**src/rtl/prime_seq_ctrl.sv**
```systemverilog
// prime_seq_ctrl
// Sequencing controller for the trial-division primality datapath. It reads
// n/rem/div from the operand/result register block and drives that block's
// load strobes and next-value buses. Divisors 2,3,4,... are tried by repeated
// subtraction until div*div exceeds n. The square is tracked incrementally in
// sq_q, so no multiplier is needed.
module prime_seq_ctrl #(
   parameter int W  = 16,
   parameter int CW = 16
) (
   input  logic          clk,
   input  logic          rst,
   input  logic [W-1:0]  n_i,
   input  logic [W-1:0]  rem_i,
   input  logic [W-1:0]  div_i,
   output logic          remld_o,
   output logic [W-1:0]  remi_o,
   output logic          divld_o,
   output logic [W-1:0]  divi_o,
   output logic          resld_o,
   output logic          resi_o,
   output logic          done_o,
   output logic [CW-1:0] cycles_o
);

   typedef enum logic [1:0] {
      INIT  = 2'd0,
      CHECK = 2'd1,
      SUB   = 2'd2,
      DONE  = 2'd3
   } state_t;

   state_t            state_q, state_d;
   logic [2*W-1:0]    sq_q, sq_d;
   logic [CW-1:0]     cycles_q;
   logic [2*W-1:0]    nExt;
   logic [2*W-1:0]    divExt;

   assign nExt   = {{W{1'b0}}, n_i};
   assign divExt = {{W{1'b0}}, div_i};

   // The register block sees its reset on the same edge, so the count reads zero while rst is high
   assign cycles_o = rst ? '0 : cycles_q;

   // Mealy decode of state plus register-block values; everything is forced quiet while rst is high
   always_comb begin
      state_d = state_q;
      sq_d    = sq_q;
      remld_o = 1'b0;
      remi_o  = '0;
      divld_o = 1'b0;
      divi_o  = '0;
      resld_o = 1'b0;
      resi_o  = 1'b0;
      done_o  = 1'b0;
      case (state_q)
         INIT: begin
            if (n_i < W'(2)) begin
               resld_o = 1'b1;
               resi_o  = 1'b0;
               state_d = DONE;
            end else begin
               divld_o = 1'b1;
               divi_o  = W'(2);
               sq_d    = (2*W)'(4);
               state_d = CHECK;
            end
         end
         CHECK: begin
            if (sq_q > nExt) begin
               state_d = DONE;
            end else begin
               remld_o = 1'b1;
               remi_o  = n_i;
               state_d = SUB;
            end
         end
         SUB: begin
            if (rem_i >= div_i) begin
               remld_o = 1'b1;
               remi_o  = rem_i - div_i;
            end else if (rem_i == '0) begin
               resld_o = 1'b1;
               resi_o  = 1'b0;
               state_d = DONE;
            end else begin
               divld_o = 1'b1;
               divi_o  = div_i + W'(1);
               sq_d    = sq_q + (divExt << 1) + (2*W)'(1);
               state_d = CHECK;
            end
         end
         default: begin
            done_o = 1'b1;
         end
      endcase
      if (rst) begin
         state_d = INIT;
         sq_d    = '0;
         remld_o = 1'b0;
         remi_o  = '0;
         divld_o = 1'b0;
         divi_o  = '0;
         resld_o = 1'b0;
         resi_o  = 1'b0;
         done_o  = 1'b0;
      end
   end

   // State, running square and saturating busy-cycle counter
   always_ff @(posedge clk) begin
      if (rst) begin
         state_q  <= INIT;
         sq_q     <= '0;
         cycles_q <= '0;
      end else begin
         state_q <= state_d;
         sq_q    <= sq_d;
         if ((state_q != DONE) && (cycles_q != '1)) begin
            cycles_q <= cycles_q + CW'(1);
         end
      end
   end

endmodule

```
**config.mk**
```make
export PLATFORM = sky130hd
export DESIGN_NAME = prime_seq_ctrl
export DESIGN_NICKNAME = d
export VERILOG_FILES = /design/src/rtl/prime_seq_ctrl.sv
export SDC_FILE = /design/constraint.sdc
export NUM_CORES = 1
export LEC_CHECK = 0
export CORE_MARGIN = 2
export CORE_UTILIZATION = 52
export DETAILED_ROUTE_END_ITERATION = 8
export GPL_ROUTABILITY_DRIVEN = 0
export PLACE_DENSITY = 0.92
export SLEW_MARGIN = 20
export SYNTH_ARGS = -nofsm -noshare
export SYNTH_HDL_FRONTEND = slang
export SYNTH_SLANG_ARGS = --single-unit
```
**constraint.sdc**
```tcl
create_clock -name clk -period 3.1 [get_ports clk]
set_clock_uncertainty 0.1 [all_clocks]
set_input_delay 0.31 -clock clk [delete_from_list [all_inputs] [get_ports clk]]
set_output_delay 0.31 -clock clk [all_outputs]
set_load 0.005 [all_outputs]
```
==> metrics.md, run 1 <==
| Metric | Value |
|---|---|
| CTS Root Cell | clkbuf_8 |
| Synth Area in Simple Gates | 26.85% |
| HPWL after DPL | 12.90 mm |
| Clk buf depth | 2 |
| Grt repair worst endpoint | remi_o[10] |
| YS warnings | 0 |
| Worst_ep kind | primary output |
| GRT Total Usage | between 80% and 90% |
| Seq/Total Area, Yosys | around a fifth |
| TritonCTS Buffers | 5 |
| Stop err | [ERROR GRT-0232] Routing congestion too high. Check the congestion heatmap in the GUI. |
| Clock sinks | 50 |
| Cell count after synthesis | roughly 640 |
| Mux cell area share after synthesis | less than 1% |
| Grt ovf | 4 |
| Complex-gate fraction of the synthesized area | 19.96% |
| Post-synthesis adder-cell area fraction | 14.98% |
| Ys flop type | dfxtp_1 |
| Die Wd | about 100 um |
| Fraction of registers with async set/reset | 0% |
| CTS HTree Levels | 2 |
| Largest family of logic cells by synthesized area | simple AND/OR/NAND/NOR gates |
| Status | stopped before the end |
| Yosys reg bits | 50 |
| Mean Syn Cell Area | about 7.5 um2 |
| Post-synth EDFFs | 0 |
| Last stage | 5_1_grt |
| Largest net degree at the start of global routing | 34 |
| Starting Density | between 50% and 60% |
| IO buf count | approximately 100 |
| Rows | 34 |
| Distinct cells, synth | 55 |
| Synth Cell Area | 4777 um2 |
| Die height | between 90 and 100 um |
| Io pins | just over 100 |
| # hold bufs at CTS | 0 |
| Post-Syn Nets | approximately 750 |
| Post-synthesis xor/xnor area fraction | between 10% and 20% |
[metal layers]
layer	overflow	GRT usage, %
met1	0	79.74
met2	2	91.79
met3	0	74.51
met4	2	78.29
met5	0	47.69
[through the flow]
| step | TNS [ns] | cell area (um2) | worst slack [ns] | std cells |
|---|---|---|---|---|
| floorplan | 0 | 4777 | 0.3928 | 639 |
| global placement | -19.77 | 6753 | -0.7185 | 947 |
| detailed placement | -26.22 | 6753 | -0.8116 | 947 |
| CTS | -0.6309 | 7543 | -0.07907 | 996 |
[cell families after synthesis]
family,Yosys count
buf+inv,63
xor+xnor,65
flops,50
compound gates,149
mux,1
fa+ha+maj,56
other cells,1
simple gates,254
[cells in the mapped netlist, drive strengths merged (2+ instances only)]
cell / count / area (um2)
nor4: 12 / 75.07
o21ai: 31 / 162.7
nand3: 29 / 145.1
a311oi: 2 / 17.52
nor3: 11 / 55.05
dfxtp: 50 / 1001
and2: 3 / 18.77
o211ai: 5 / 37.54
a211o: 2 / 17.52
a22o: 4 / 35.03
inv: 44 / 165.2
or3: 8 / 50.05
a32oi: 2 / 17.52
a211oi: 7 / 57.55
nor2b: 20 / 125.1
fa: 2 / 40.04
nor3b: 5 / 37.54
xnor2: 45 / 394.1
xor2: 20 / 175.2
and4: 3 / 26.28
buf: 2 / 12.51
a21o: 9 / 67.56
nand4: 16 / 100.1
clkbuf: 17 / 63.81
nor4b: 3 / 53.80
a22oi: 9 / 67.56
nand2: 45 / 168.9
a31oi: 6 / 37.54
o2bb2ai: 6 / 52.55
o21a: 5 / 37.54
nor2: 81 / 304.0
or2: 3 / 18.77
a21oi: 50 / 250.2
o21bai: 3 / 22.52
ha: 54 / 675.7
and3: 9 / 56.30
nand2b: 3 / 18.77
[what timing repair did]
| item | CTS |
|---|---|
| buffers inserted | 39 |
| cloned | 2 |
| pin swaps | 34 |
| hold endpoints to repair | 0 |
| gates resized for setup | 214 |
| setup endpoints to repair | 35 |
==> run 2, diff against run 1 <==
Settings changed: CORE_UTILIZATION 52 to 40, PLACE_DENSITY 0.92 to default, PLACE_DENSITY_LB_ADDON from default to 0.15.
==> run 2 against run 1 <==
- the flow now finishes without violations
- area after synthesis unchanged
- synthesized cell count is the same
==> metrics.md, run 2 <==
| Metric | Value |
|---|---|
| Status | completed (was stopped before the end) |
| CTS Root Cell | clkbuf_16 (was clkbuf_8) |
| LEAKAGE | approximately 3.2 nW |
| Share of the synthesized area in the top cell type | 20.95% (unchanged) |
| Rows | 39 (was 34) |
| DRT Wirelength | approximately 17 mm |
| Final Instance Count excl. Fillers | 1013 |
| Antenna diodes | 0 |
| Biggest register | sq_q |
| Worst setup SP type | input port |
| Reg area | about 1000 um2 |
| Pwr Density | 286.7 nW/um2 |
| Maxcap violations | 0 |
| Clk slew on worst S/H paths | 0.06 ns |
| Hold Crit Class | input port to flip-flop |
| Clock latency on the worst-skew pair | between 0.2 and 0.3 ns |
| Filler cells | approximately 1000 |
| Starting Density | 41.48% (was 54.25%) |
| Cell count after synthesis | 639 (unchanged) |
| Fraction of registers with async set/reset | 0% (unchanged) |
| Grt met3 use | 3.267% |
| TritonCTS clock tree | done |
| Top post-synthesis cells by area | dfxtp_1, ha_1, xnor2_1 (unchanged) |
| Synth Cell Area | 4777 um2 (unchanged) |
| Area of the multi-input gates | 3921 um2 |
| First-pass GRT wire length | 26.43 mm |
| IO buf count | 101 (unchanged) |
| Initial antenna violation count | 0 |
| DR WL/cell | 16.54 um |
| Period utilization | between 90 and 100% |
| Critical path type | input port to primary output |
| Clock sinks | 50 (unchanged) |
| Routed vias | 5590 |
| RSZ-0062 raised after global routing | true |
| Largest net degree at the start of global routing | 47 |
| Fmax | about 0.32 GHz |
| Largest regs | sq_q x32, cycles_q x16, state_q x2 |
| Die height | 113.3 um (was 99.85 um) |
| Initial drt markers | 384 |
| Commonest non-fill, non-tap cell in the layout | buf_4 |
| Post-synth top area cell | dfxtp_1 (unchanged) |
| TritonCTS Buffers | 5 (unchanged) |
| # DRC | 0 |
| Core area | approximately 12000 um2 |
| GRT Total Usage | 25.19% |
| Most used routing layer | met2 |
| Setup Viol. Count Final | 0 |
| Distinct cells, synth | 55 (unchanged) |
| Max-slew headroom | 62.43% |
| Most frequent cells in the layout | buf_4, nor2_1, dfxtp_1, dlygate4sd2_1 |
| Die Wd | 113.3 um (was 99.85 um) |
| Final worst path period need | ~3.1 ns |
| Crit. End Element | primary output |
| Largest register FFs | 32 |
| CTS HTree Levels | 2 (unchanged) |
| Slew Limit Fails | 0 |
| Yosys reg bits | 50 (unchanged) |
| HPWL after DPL | 12.53 mm (was 12.90 mm) |
| Tightest Pin Transition | roughly 0.56 ns |
| Inst Count DP | 986 (was 947) |
| Reg2reg setup slack | about 0.29 ns |
| Mean Syn Cell Area | 7.476 um2 (unchanged) |
| Met1 usage in global routing | about a third |
| Layout area overhead | 54.16% |
| Seq/Total Area, Yosys | 20.95% (unchanged) |
| Fin nets | a little under 1k |
| Total negative slack | 0 ns |
| Post-Syn Nets | 745 (unchanged) |
| Ys flop type | dfxtp_1 (unchanged) |
| Worst path required time | between 2 and 3 ns |
| First-pass DRT Iterations | 5 |
| Antenna Nets Post-Route | 0 |
| Io pins | 103 (unchanged) |
| Clk buf depth | 2 (unchanged) |
| Vias in the first global route | 5425 |
| Die area | approximately 13000 um2 |
| YS warnings | 0 (unchanged) |
| GR Util met2 | a little over two fifths |
| Worst path arrival time | about 2.7 ns |
| Vias/cell | approximately 5.5 |
| Crit Path Max Fanout | 4 |
| Final hold viol count | 0 |
| Fraction of layout instances using a drive strength above 1 | 28.85% |
| Most frequent cell after synthesis | nor2_1 (unchanged) |
| Post-synth EDFFs | 0 (unchanged) |
| Top cells by count, synth | nor2_1, ha_1, a21oi_1, dfxtp_1 (unchanged) |
| Max rail drop VDD | 0.0002286 V |
| Grt ovf | 0 |
-- run 2: cell counts after synthesis --
Identical to the previous run, type by type.
-- run 2: path summary, 6_finish.rpt --
| path | from | end | cells after the start |
|---|---|---|---|
| worst max-delay path | div_i[9] | divi_o[12] | 12 |
| worst min-delay path | rst | sq_q[9] | 2 |
| worst max register to register | sq_q[5] | sq_q[19] | 11 |
| worst min register to register | sq_q[6] | sq_q[6] | 2 |
-- run 2: kinds of logic (layout without fill, tap and decap cells) --
| kind of cell | count (synthesis) | after routing | synth area share (%) |
|---|---|---|---|
| AND/OR/NAND/NOR | 254 | 254 | 26.85 |
| flip-flops | 50 | 50 | 20.95 |
| adder cells (fa/ha/maj) | 56 | 56 | 14.98 |
| XOR/XNOR | 65 | 65 | 11.92 |
| buffers and inverters | 63 | 294 | 5.055 |
| other | 1 | 1 | 0.07850 |
| multiplexers | 1 | 1 | 0.2095 |
| AO/OA/AOI/OAI | 149 | 149 | 19.96 |
-- run 2: per-layer routing --
layer	routed length, um	part of all wire [%]
met3	993	5.9
met4	614	3.7
met2	7883	47
met1	7269	43
met5	0	0
-- run 2: where the power goes --
group | leakage [nW] | switching, mW | internal, mW
Clock | 0.0640 | 0.230 | 0.296
Sequential | 0.405 | 0.0169 | 0.658
Combinational | 2.77 | 0.471 | 0.439
-- run 2: area by class of cell --
cell class                      instances  share of cell area (%)
Tap cell                              143                   2.430
Clock buffer                            7                   1.801
Multi-Input combinational cell        526                   53.25
Sequential cell                        50                   13.61
Timing Repair Buffer                  243                   26.67
Inverter                               44                   2.243
-- run 2: what timing repair did --
action                                  CTS  global route
pin swaps                                42            23
resized for setup                       214            37
endpoints found under the setup margin   37            35
endpoints found under the hold margin     0             0
cloned                                    2             0
setup buffers                            17             3
hold buffers                              0             0
-- run 2: through the flow --
stage / hold slack [ns] / power (mW) / cell area (um2) / utilization, % / setup WS (ns)
floorplan: 0.3441 / 1.098 / 4777 / - / 0.3928
global placement: 0.3757 / 1.479 / 6827 / 59.28 / -0.7806
detailed placement: 0.3806 / 1.495 / 6827 / 59.28 / -0.8511
CTS: 0.2168 / 2.088 / 7315 / 63.52 / 0.002444
global route: 0.2286 / 2.223 / 7365 / 63.95 / -0.1019
finish: 0.2273 / 2.111 / 7365 / 63.95 / 0.008876
-- run 2: critical path: stages --
cell and delay [ns]:
dlygate4sd2_1 0.26, inv_2 0.09, ha_4 0.21, a211oi_4 0.24, o21ai_1 0.09, a32o_2 0.28
nor3b_4 0.29, nand4b_1 0.25, buf_6 0.21, buf_4 0.14, nor2_1 0.09, clkdlybuf4s15_1 0.21
Note: power is estimated with default switching activity, not from simulation.
